===== src/rtl/bus_term_pkg.sv =====
// Shared definitions for the bus FIFO terminal:
// packet layout, error flag indices and helpers.
package bus_term_pkg;

   localparam int PKT_W = 16;
   localparam int ID_W = 8;
   localparam logic [ID_W-1:0] BCAST_ID = 8'hFF;

   typedef logic [2:0] err_t;

   localparam int ERR_TX_OVF = 0;
   localparam int ERR_RX_OVF = 1;
   localparam int ERR_POP_EMPTY = 2;

   function automatic logic [ID_W-1:0] pkt_dest(
      input logic [PKT_W-1:0] pkt
   );
      return pkt[PKT_W-1 -: ID_W];
   endfunction

endpackage


===== src/rtl/circ_fifo.sv =====
// Show-ahead circular buffer with occupancy count
// and single-cycle overflow/underflow pulses.
module circ_fifo #(
   parameter int width = 16,
   parameter int depth = 8
) (
   input  logic                     clk,
   input  logic                     reset,
   input  logic                     wr,
   input  logic [width-1:0]         din,
   input  logic                     rd,
   output logic [width-1:0]         dout,
   output logic [$clog2(depth):0]   count,
   output logic                     full,
   output logic                     empty,
   output logic                     ovf,
   output logic                     udf
);

   localparam int AW = $clog2(depth);
   localparam int CW = AW + 1;

   logic [width-1:0] mem [depth];
   logic [AW-1:0]    wr_ptr;
   logic [AW-1:0]    rd_ptr;
   logic [CW-1:0]    cnt;
   logic             wr_ok;
   logic             rd_ok;

   assign full  = (cnt == CW'(depth));
   assign empty = (cnt == '0);

   // A read frees a slot in the same cycle, so a full write may proceed.
   assign rd_ok = rd && !empty;
   assign wr_ok = wr && (!full || rd);
   assign ovf   = wr && full && !rd;
   assign udf   = rd && empty;

   assign dout  = mem[rd_ptr];
   assign count = cnt;

   always_ff @(posedge clk) begin
      if (!reset) begin
         wr_ptr <= '0;
         rd_ptr <= '0;
         cnt    <= '0;
         for (int i = 0; i < depth; i++) begin
            mem[i] <= '0;
         end
      end else begin
         if (wr_ok) begin
            mem[wr_ptr] <= din;
            wr_ptr      <= wr_ptr + AW'(1);
         end
         if (rd_ok) begin
            rd_ptr <= rd_ptr + AW'(1);
         end
         cnt <= cnt + CW'(wr_ok) - CW'(rd_ok);
      end
   end

endmodule


===== src/rtl/bus_fifo_terminal.sv =====
// Bus port endpoint: transmit FIFO read by the bus,
// receive FIFO written by the bus, sticky error flags.
module bus_fifo_terminal
   import bus_term_pkg::*;
#(
   parameter int pckg_sz = 16,
   parameter int depth = 8
) (
   input  logic                     clk,
   input  logic                     reset,
   output logic                     pndng,
   output logic [pckg_sz-1:0]       D_pop,
   input  logic                     pop,
   input  logic                     push,
   input  logic [pckg_sz-1:0]       D_push,
   input  logic                     tx_wr,
   input  logic [pckg_sz-1:0]       tx_data,
   output logic                     tx_full,
   input  logic                     rx_rd,
   output logic [pckg_sz-1:0]       rx_data,
   output logic                     rx_empty,
   output logic [$clog2(depth):0]   rx_count,
   output logic [2:0]               err
);

   logic                   tx_empty;
   logic                   tx_ovf;
   logic                   tx_udf;
   logic                   rx_full_unused;
   logic                   rx_ovf;
   logic                   rx_udf_unused;
   logic [$clog2(depth):0] tx_count_unused;
   err_t                   err_q;

   circ_fifo #(
      .width (pckg_sz),
      .depth (depth)
   ) u_tx (
      .clk   (clk),
      .reset (reset),
      .wr    (tx_wr),
      .din   (tx_data),
      .rd    (pop),
      .dout  (D_pop),
      .count (tx_count_unused),
      .full  (tx_full),
      .empty (tx_empty),
      .ovf   (tx_ovf),
      .udf   (tx_udf)
   );

   circ_fifo #(
      .width (pckg_sz),
      .depth (depth)
   ) u_rx (
      .clk   (clk),
      .reset (reset),
      .wr    (push),
      .din   (D_push),
      .rd    (rx_rd),
      .dout  (rx_data),
      .count (rx_count),
      .full  (rx_full_unused),
      .empty (rx_empty),
      .ovf   (rx_ovf),
      .udf   (rx_udf_unused)
   );

   assign pndng = !tx_empty;
   assign err   = err_q;

   // Reading an empty receive FIFO is harmless, so it is not flagged.
   always_ff @(posedge clk) begin
      if (!reset) begin
         err_q <= '0;
      end else begin
         if (tx_ovf) err_q[ERR_TX_OVF] <= 1'b1;
         if (rx_ovf) err_q[ERR_RX_OVF] <= 1'b1;
         if (tx_udf) err_q[ERR_POP_EMPTY] <= 1'b1;
      end
   end

endmodule

===== config.mk =====
export PLATFORM = sky130hd
export DESIGN_NAME = bus_fifo_terminal
export DESIGN_NICKNAME = d
export VERILOG_FILES = /design/src/rtl/bus_term_pkg.sv /design/src/rtl/circ_fifo.sv /design/src/rtl/bus_fifo_terminal.sv
export SDC_FILE = /design/constraint.sdc
export NUM_CORES = 1
export LEC_CHECK = 0
export BUFFER_PORTS_ARGS = -buffer_cell sky130_fd_sc_hd__clkbuf_2
export CORE_ASPECT_RATIO = 2
export CORE_MARGIN = 5
export CORE_UTILIZATION = 61
export CTS_CLUSTER_DIAMETER = 60
export DETAILED_ROUTE_END_ITERATION = 6
export HOLD_SLACK_MARGIN = 0.06
export PLACE_DENSITY_LB_ADDON = 0.12
export SLEW_MARGIN = 20
export SYNTH_ARGS = -nofsm -noshare
export SYNTH_HDL_FRONTEND = slang
export SYNTH_HIERARCHICAL = 1
export SYNTH_SLANG_ARGS = --single-unit

===== constraint.sdc =====
create_clock -name clk -period 2.8 [get_ports clk]
set_input_delay 0.14 -clock clk [delete_from_list [all_inputs] [get_ports clk]]
set_output_delay 0.14 -clock clk [all_outputs]
set_load 0.01 [all_outputs]

* Yosys cells after proc, flatten, opt, wreduce, memory -nomap -nowiden
Memories as Yosys holds them, arrays and structs flattened. A register that Yosys moved wholly into a read port is not among the register bits.
Cells that the tools add are included.
** Storage, ports and cells
- Output and inout bits :: 42
- RAM bits :: 256
- Bits in registers :: 23
- Input port bits :: 38
- Memories :: 2
** Operators by class
- Add/subtract/negate cells :: 8
- Reduce and logical (&&, ||, !) cells :: 21
- Equality and inequality tests :: 2
- Multiplexer cells :: 17
** Memories
- u_rx.mem :: depth 8, bits a word 16, rd ports 1, clocked after Yosys merged registers in 1, wr ports 8, line circ_fifo.sv:23 : logic [width-1:0] mem [depth];
- u_tx.mem :: depth 8, bits a word 16, rd ports 1, clocked after Yosys merged registers in 1, wr ports 8, line circ_fifo.sv:23
** Operator list (number)
- 2-to-1 mux 16 bit :: 2
- OR reduction 16 bit :: 2
- 2-to-1 mux 3 bit :: 6
- adder 3 x 1 -> 3 bit, second input constant :: 4
- logical AND 1 bit :: 9
- 2-to-1 mux 1 bit :: 9
- adder 4 x 1 -> 4 bit :: 2
- == test 4 bit, second input constant :: 2
- zero test 4 bit :: 2
- subtractor 4 x 1 -> 4 bit :: 2
- zero test 1 bit :: 6
- logical OR 1 bit :: 2

* Logic depth before layout (Yosys ltp)
Gate-level depths: netlist of the first run.
- Depth after elaboration :: 9
- Depth in mapped cells :: 13
- Mapped depth without buffers :: 11

* Hierarchy
Netlist of the first run, hierarchy kept.
** By module, submodules not included
- circ_fifo (u_rx) :: area each 6329.8 µm², seq. area each 4103.9 µm², instances 1, cells an instance 433
- circ_fifo (u_tx) :: area each 6327.3 µm², seq. area each 4103.9 µm², instances 1, cells an instance 433
- bus_fifo_terminal :: area each 86.3 µm², seq. area each 60.1 µm², instances 1, cells an instance 7

* Worst setup path before layout of the first run
No wires, ideal clock.
- Path type :: register to register
- Start :: reg u_rx.cnt[2] (netlist: u_rx/count[2])
- End :: reg u_rx.cnt[2] (netlist: u_rx/count[2])
- Stages on the path, launching flop included :: 14
- Required time :: 2.685 ns
- Library setup time :: 0.115 ns
- Arrival :: 2.471 ns
- Setup slack :: 0.214 ns
- Clock period less this slack :: 2.586 ns
- Path through :: dfxtp_1 -> inv_1 -> ha_1 -> or4b_1 -> buf_6 -> buf_12 -> and2_4 -> inv_1 -> ha_1 -> inv_1 -> ha_1 -> fa_1 -> xor2_1 -> and2_1
** Between the ends
- Cells in the longest elaborated chain, start to end :: 6
- Elaborated cells on any way between the ends :: 9
- Those cells by class :: 2 x add/sub; 1 x eq/ne; 6 x reduce/logical
** Ends and longest elaborated chain
- start, declared :: line circ_fifo.sv:26 : logic [CW-1:0] cnt;
- start signal, assigned :: line circ_fifo.sv:58 : cnt <= cnt + CW'(wr_ok) - CW'(rd_ok);
- == test 4 bit :: line circ_fifo.sv:30 : assign full = (cnt == CW'(depth));
- zero test 1 bit :: line circ_fifo.sv:35 : assign wr_ok = wr && (!full || rd);
- logical OR 1 bit :: line circ_fifo.sv:35
- logical AND 1 bit :: line circ_fifo.sv:35
- adder 4 x 1 -> 4 bit :: line circ_fifo.sv:58
- subtractor 4 x 1 -> 4 bit * :: line circ_fifo.sv:58
Mark *: on every way between the ends. The rest lies on a longest branch, timed or not.
A chain may end at the register's enable or synchronous reset.

==> results of run 1 <==
## cell type report
class	count	area (µm²)
clock buffer	36	698
clock inverter	6	51.3
fill	1401	6340
inverter	15	56.3
multi-input combinational	517	4050
sequential	285	8270
tap	266	333
timing repair buffer	108	661
## worst max-delay path by stage
stage	from	endpoint	cells past startpoint
final	flip-flop	rx_data[13]	4
after floorplan	u_tx/count[2]$_SDFF_PN0_	u_tx/count[2]$_SDFF_PN0_	13
after detailed placement	u_tx/count[2]$_SDFF_PN0_	u_tx/count[2]$_SDFF_PN0_	10
after global placement	u_tx/count[2]$_SDFF_PN0_	u_tx/count[2]$_SDFF_PN0_	10
after global routing	u_rx/count[2]$_SDFF_PN0_	u_rx/count[2]$_SDFF_PN0_	10
after CTS	u_tx/count[2]$_SDFF_PN0_	u_tx/count[2]$_SDFF_PN0_	10
## worst max-delay path: stages (launching register included)
cell      delay [ns]
dfxtp_1         0.72
buf_4           0.37
mux4_2          0.38
mux2_2          0.28
clkbuf_2        0.13
## state kept, by name (all words and copies together), names as in the netlist, named ones only
| signal | cells |
|---|---|
| u_rx/mem | 128 |
| u_rx/count | 4 |
| u_rx/rd_ptr | 3 |
| u_tx/mem | 128 |
| err | 3 |
| u_rx/wr_ptr | 3 |
| u_tx/wr_ptr | 3 |
| u_tx/rd_ptr | 3 |
| u_tx/count | 4 |
## routing by layer
metal / wire length (µm) / up-vias / GRT usage (%) / part of all wire [%]
met2: 17100 / 247 / 48.5 / 60
li1: - / 3313 / - / -
met3: 1500 / 60 / 2.77 / 5.3
met4: 1170 / 0 / 10.1 / 4.1
met5: 0 / - / 0 / 0
met1: 8690 / 3697 / 24.3 / 31
## layout by cell type, fill, tap and decap left out, types with 3 or more instances in the layout
cell type      count
mux2_2            32
mux4_2            64
inv_1             15
clkbuf_1           9
nand2b_1           6
clkbuf_16         26
and2_1             9
dfxtp_1           27
o21ai_1            4
nand2_1           54
nand4b_2           6
mux2i_1           10
nand4_4            8
clkinv_1           3
ha_1              16
dlygate4sd3_1      4
nor2_1           259
buf_12             3
edfxtp_1         256
nand2_2           10
clkbuf_2          78
o21a_1             3
buf_4             22
nor2b_1            6
## where the power goes
group	switching (µW)	total (µW)	internal, µW
sequential	189	5180	4990
clock	1410	3220	1810
combinational	1190	2220	1030
## repair_timing
action,in CTS,in global routing
hold endpoints to repair,7,0
hold buffers,4,0
resized for setup,0,1
endpoints found under the setup margin,0,1
## stage by stage
| stage | area (µm²) | hold slack (ns) | cells |
|---|---|---|---|
| floorplan | 12700 | 0.257 | 871 |
| global placement | 13300 | 0.448 | 1187 |
| detailed placement | 13300 | 0.463 | 1187 |
| CTS | 14100 | 0.0767 | 1233 |
| global route | 14100 | 0.123 | 1233 |
| finish | 14100 | 0.0982 | 1233 |
==> metrics, run 1 <==
Max clock buf depth 3; Syn Nets 927; total CTS buffers 24; cells after synthesis 871; Routed Antenna Nets 0; # Post-CTS Setup Buffers 0; CP Launch Type flip-flop; Setup crit end kind primary output; Final nets 1007; final setup vio count 0; TNS Setup 0 ns; PortBufs 79; DP Worst Slack 0.233 ns; Vias/cell 5.93; unrepaired setup endpoints after global routing no; row count 74; worst hold path depth 3; post-layout power 10600 µW; detailed-route DRC error count 0; final wirelength 28.5 mm; Power Dens Cells 752 nW/µm²; Hold Path Sink u_tx/mem[0][11]$_SDFFCE_PN0P_; Avg Cell Area, Syn 14.6 µm²; P&R area growth vs syn 10.9%; Mapped Area 12700 µm²; max-slew violations 0; Post-DP HPWL 19.4 mm; HP Class input pin to flip-flop; CTS Root Cell clkbuf_16; minimum clock period 2.55 ns; Peak VDD IR 0.000598 V; WL/cell 23.1 µm; initial core utilization 62.2%; Yosys Warn Count 6; largest net degree at the start of global routing 33; min-delay src tx_data[11]; Post-Route Skew 0.0111 ns; first-pass GRT wire length 44.3 mm; Hold Fails Final Rpt 0; initial antenna violation count 0; layout cell share with drive strength beyond 1 27.1%; Static Leak 0.00508 µW; Antenna diodes 0; slack of the critical path 0.246 ns; WP data arrival 2.41 ns; Die Height 214 µm; # IOs 80; Crit path required time 2.66 ns; top fanout value on the critical path 16; via count 7317; GPL Wtd Cong 0.820; Worst R2R Start u_tx/count[2]$_SDFF_PN0_; worst reg-to-reg setup slack 0.25 ns; H-tree levels 1; die area 24000 µm²; Worst-Skew Late Latency 0.52 ns; post-layout util 69.0%; TritonCTS Sinks 285; clock-pin slew on the worst setup and hold paths 0.07 ns; worst r2r dst u_tx/count[2]$_SDFF_PN0_; Total GRT Usage 24.2%; CTS tree built; area of the core 20500 µm²; Worst-Margin Slew 0.892 ns; Fmax 0.391 GHz; die width 112 µm; Relative slew margins 40.5%; drt first pass iters 5; Iter 0 DRT Violations 403; Worst Reg2Reg Path Length in Cells 11; gr ovfl total 0; max_cap viols 0; status finished, final reports clean; period utilisation layout 91.2%; critical path class flip-flop to primary output; vias in the first global route 8057
Note: power is estimated with default switching activity, not from simulation.
==> run 2, diff against run 1 <==
--- a/config.mk
+++ b/config.mk
@@ -9,6 +9,7 @@
 export CORE_ASPECT_RATIO = 2
 export CORE_MARGIN = 5
 export CORE_UTILIZATION = 61
+export CTS_BUF_LIST = sky130_fd_sc_hd__clkbuf_16
 export CTS_CLUSTER_DIAMETER = 60
 export DETAILED_ROUTE_END_ITERATION = 6
 export HOLD_SLACK_MARGIN = 0.06
==> constraint.sdc (replaced) <==
create_clock -name clk -period 2.8 [get_ports clk]
set_input_delay 0.42 -clock clk [delete_from_list [all_inputs] [get_ports clk]]
set_output_delay 0.42 -clock clk [all_outputs]
set_load 0.01 [all_outputs]
==> metrics, run 2 (same netlist as run 1, synthesis figures left out) <==
status finished, final reports clean; Vias/cell 5.88; die width 112 µm; Hold Fails Final Rpt 0; WL/cell 23.0 µm; CP Cell Sequence buf_4 > mux4_2 > mux2_2 > clkbuf_2; final wirelength 28.6 mm; Finished Layout Cells 1243; CP peak stage delay 0.72 ns; most frequent cells in the layout nor2_1, edfxtp_1, clkbuf_2, mux4_2, nand2_1; hold_buf cts 0; CP Launch Type flip-flop; Setup crit end kind primary output; vias in the first global route 7919; clock-pin slew on the worst setup and hold paths 0.07 ns; max-slew violations 0; PortBufs 79; GPL Wtd Cong 0.830; Total GRT Usage 24.2%; initial core utilization 62.2%; Crit path required time 2.38 ns; Worst path depth 4; final setup vio count 0; WP data arrival 2.30 ns; unrepaired setup endpoints after global routing no; period utilisation layout 97.3%; Worst path slowest cell dfxtp_1; Iter 0 DRT Violations 405; HP Class input pin to flip-flop; TNS Setup 0 ns; worst reg-to-reg setup slack 0.30 ns; Worst R2R Start u_tx/count[2]$_SDFF_PN0_; largest net degree at the start of global routing 42; H-tree levels 1; layout cell share with drive strength beyond 1 28.0%; gr ovfl total 0; total CTS buffers 24; Peak VDD IR 0.000596 V; row count 74; total area of multi-input combinational cells 4050 µm²; Antenna diodes 0; Bufs and invs on worst path 2; post-layout power 10600 µW; Power Dens Cells 745 nW/µm²; hold_ws 0.231 ns; P&R area growth vs syn 11.3%; largest registers u_rx/mem: 128 flops, u_tx/mem: 128 flops; Relative slew margins 58.4%; area of the core 20500 µm²; cell family with most CP delay flip-flops; Die Height 214 µm; detailed-route DRC error count 0; max_cap viols 0; Worst-Skew Late Latency 0.53 ns; via count 7307; CTS tree built; drt first pass iters 5; Final nets 1015; Static Leak 0.00513 µW; critical path class flip-flop to primary output; first-pass GRT wire length 44.5 mm; # IOs 80; Post-DP HPWL 19.5 mm; minimum clock period 2.72 ns; worst r2r dst u_tx/count[2]$_SDFF_PN0_; Worst Reg2Reg Path Length in Cells 11; Routed Antenna Nets 0; initial antenna violation count 0; top fanout value on the critical path 9; die area 24000 µm²; register area 8270 µm²; Fmax 0.367 GHz; dpl cells 1199; Post-Route Skew 0.0187 ns; Worst-Margin Slew 0.624 ns; commonest non-fill, non-tap cell in the layout nor2_1; CTS Root Cell clkbuf_16; Max clock buf depth 3; CP endpoint D_pop[12]; TritonCTS Sinks 285; Layout fillers 1450
==> run 2: changes by cell type in the layout (fill, tap and decap cells not counted), sizes merged <==
cell,previous run,this run
dlygate4sd3,4,0
inv,15,20
clkinv,5,12
clkbuf,114,103
clkinvlp,0,1
buf,26,38
==> run 2: tightest hold or removal path: stages <==
cell      delay [ns]
clkbuf_2        0.09
and2_4          0.14
o21ai_1         0.07
==> run 2: worst min-delay path by stage <==
stage	startpoint	endpoint	slack, ns	depth (start not counted)
2_1_floorplan	u_rx/rd_ptr[1]$_SDFFE_PN0P_	flip-flop	0.45	2
3_3_place_gp	err[2]$_SDFFE_PN0P_	err[2]$_SDFFE_PN0P_	0.44	1
3_5_place_dp	err[0]$_SDFFE_PN0P_	err[0]$_SDFFE_PN0P_	0.45	1
4_1_cts	tx_wr	u_tx/wr_ptr[0]$_SDFFE_PN0P_	0.22	3
5_1_grt	tx_wr	u_tx/wr_ptr[0]$_SDFFE_PN0P_	0.25	3
6_report	tx_wr	u_tx/wr_ptr[0]$_SDFFE_PN0P_	0.23	3
==> run 2: what timing repair did <==
item | 4_1_cts | 5_1_grt
setup buffers | 0 | 0
setup endpoints to repair | 1 | 0
resized for setup | 1 | 0
==> run 2: metrics by stage <==
step                setup WS, ns  utilization [%]  instance area, µm²
global route              0.0276             69.3               14200
floorplan                  0.216                -               12700
global placement           0.358             65.6               13400
CTS                       0.0497             69.3               14200
detailed placement         0.308             65.6               13400
finish                    0.0753             69.3               14200
==> run 2: final cells by class <==
cell class	count	area share, %
clock buffer	25	4.41
clock inverter	19	0.803
inverter	15	0.397
multi-input combinational	517	28.6
sequential	285	58.4
tap	266	2.35
timing repair buffer	116	5.10
==> run 2: per-layer routing <==
metal	vias up	routed length, µm	global-route usage, %	share of wire, %
li1	3319	-	-	-
met3	59	1450	2.40	5.1
met5	-	0	0	0
met2	253	16900	47.5	59
met4	0	1130	10.1	4.0
met1	3676	9070	25.6	32
==> run 2: where the power goes <==
group / internal, µW / switching [µW] / leakage, µW
combinational: 1050 / 1210 / 0.00186
clock: 1710 / 1450 / 0.000374
sequential: 4990 / 158 / 0.00290
total: 7750 / 2810 / 0.00513
==> run 3, diff against run 2 <==
==> constraint.sdc (replaced) <==
create_clock -name clk -period 2.65 [get_ports clk]
set_input_delay 0.3975 -clock clk [delete_from_list [all_inputs] [get_ports clk]]
set_output_delay 0.3975 -clock clk [all_outputs]
set_load 0.01 [all_outputs]
==> metrics, run 3 (same netlist as run 1, synthesis figures left out) <==
Worst-Margin Slew 0.711 ns; # IOs 80; gr ovfl total 0; worst hold path depth 3; TNS Setup 0 ns; commonest non-fill, non-tap cell in the layout nor2_1; vias in the first global route 8167; Worst-Skew Late Latency 0.52 ns; area of the core 20500 µm²; Max clock buf depth 3; Design Area, Final 14300 µm²; WL/cell 22.7 µm; max_cap viols 0; detailed-route DRC error count 0; first-pass GRT wire length 44.7 mm; Setup crit end kind primary output; largest net degree at the start of global routing 36; worst r2r dst u_rx/count[2]$_SDFF_PN0_; unrepaired setup endpoints after global routing no; PortBufs 79; Relative slew margins 52.6%; Worst R2R Start u_rx/count[2]$_SDFF_PN0_; DP Worst Slack 0.179 ns; slack of the critical path 0.111 ns; TritonCTS Sinks 285; Hold Path Sink err[2]$_SDFFE_PN0P_; Routed Antenna Nets 0; Layout fillers 1393; via count 7348; die area 24000 µm²; Final nets 1020; row count 74; layout cell share with drive strength beyond 1 29.4%; WP data arrival 2.14 ns; die width 112 µm; Worst Reg2Reg Path Length in Cells 10; initial core utilization 62.2%; Worst path slowest cell mux4_2; Iter 0 DRT Violations 356; Vias/cell 5.89; initial antenna violation count 0; Die Height 214 µm; final setup vio count 0; Post-Route Skew 0.00871 ns; cell family with most CP delay multiplexers; CP Launch Type flip-flop; Hold Fails Final Rpt 0; Post-DP HPWL 19.3 mm; Antenna diodes 0; CP peak stage delay 0.53 ns; critical path class flip-flop to primary output; Power Dens Cells 801 nW/µm²; drt first pass iters 6; min-delay src pop; most frequent cells in the layout nor2_1, edfxtp_1, clkbuf_2, mux4_2, nand2_1; worst reg-to-reg setup slack 0.11 ns; GPL Wtd Cong 0.828; Bufs and invs on worst path 2; HP Class input pin to flip-flop; status finished, final reports clean; final wirelength 28.3 mm; CP Cell Sequence buf_12 > mux4_2 > mux2_2 > clkbuf_2; placed cell area 13500 µm²; Total GRT Usage 24.2%; P&R area growth vs syn 12.4%; total CTS buffers 24; Crit path required time 2.25 ns; top fanout value on the critical path 32; Static Leak 0.00519 µW; Fmax 0.394 GHz; period utilisation layout 95.8%; minimum clock period 2.54 ns; H-tree levels 1; max-slew violations 0; CTS tree built; clock-pin slew on the worst setup and hold paths 0.07 ns; largest registers u_rx/mem: 128 flops, u_tx/mem: 128 flops; Peak VDD IR 0.000611 V; CTS Root Cell clkbuf_16
-- run 3: repair_timing --
action                                  4_1_cts  5_1_grt
buffers inserted                              0        0
endpoints found under the setup margin        7        1
hold buffers                                  0        0
gates resized for setup                       1        1
-- run 3: worst register-to-register path, stage by stage, from the launching register on --
cell and delay [ns]:
dfxtp_1 0.31, inv_1 0.10, ha_1 0.16, nor3b_1 0.44, nor2b_1 0.17, ha_1 0.32
inv_1 0.04, ha_1 0.20, fa_1 0.39, xor2_1 0.15, and2_1 0.16
-- run 3: per-stage QoR --
stage	power, µW	utilization (%)	std cells	hold slack (ns)
after detailed placement	7980	65.9	1204	0.454
after global routing	12000	69.9	1248	0.244
after CTS	11600	69.9	1248	0.221
after global placement	7860	65.9	1204	0.445
final	11500	69.9	1248	0.235
after floorplan	7150	-	871	0.454
-- run 3: power breakdown --
part	leakage (µW)	total [µW]	switching [µW]	internal (µW)
registers	0.00290	5420	148	5270
clock network	0.000410	3610	1540	2070
logic	0.00188	2430	1310	1120
-- run 3: cell type report --
cell class / instances / area, µm² / area share, %
Tap cell: 266 / 333 / 2.33
Inverter: 15 / 56.3 / 0.394
Clock inverter: 18 / 165 / 1.15
Multi-Input combinational cell: 517 / 4050 / 28.3
Timing Repair Buffer: 121 / 773 / 5.41
Clock buffer: 26 / 651 / 4.55
Sequential cell: 285 / 8270 / 57.8
-- run 3: worst max path at each step --
stage,cells after the start,from,end
CTS,4,flip-flop,rx_data[0]
floorplan,13,u_tx/count[2]$_SDFF_PN0_,u_tx/count[2]$_SDFF_PN0_
global placement,10,pop,u_tx/count[2]$_SDFF_PN0_
detailed placement,11,u_tx/count[2]$_SDFF_PN0_,u_tx/count[2]$_SDFF_PN0_
global route,4,flip-flop,rx_data[0]
finish,4,flip-flop,rx_data[0]
-- run 3: layer usage --
layer,vias to the layer above,track usage [%],wire length (µm)
met5,-,0,0
met4,0,9.11,909
met3,57,2.68,1470
met2,251,48.0,16900
met1,3702,25.5,9040
li1,3338,-,-
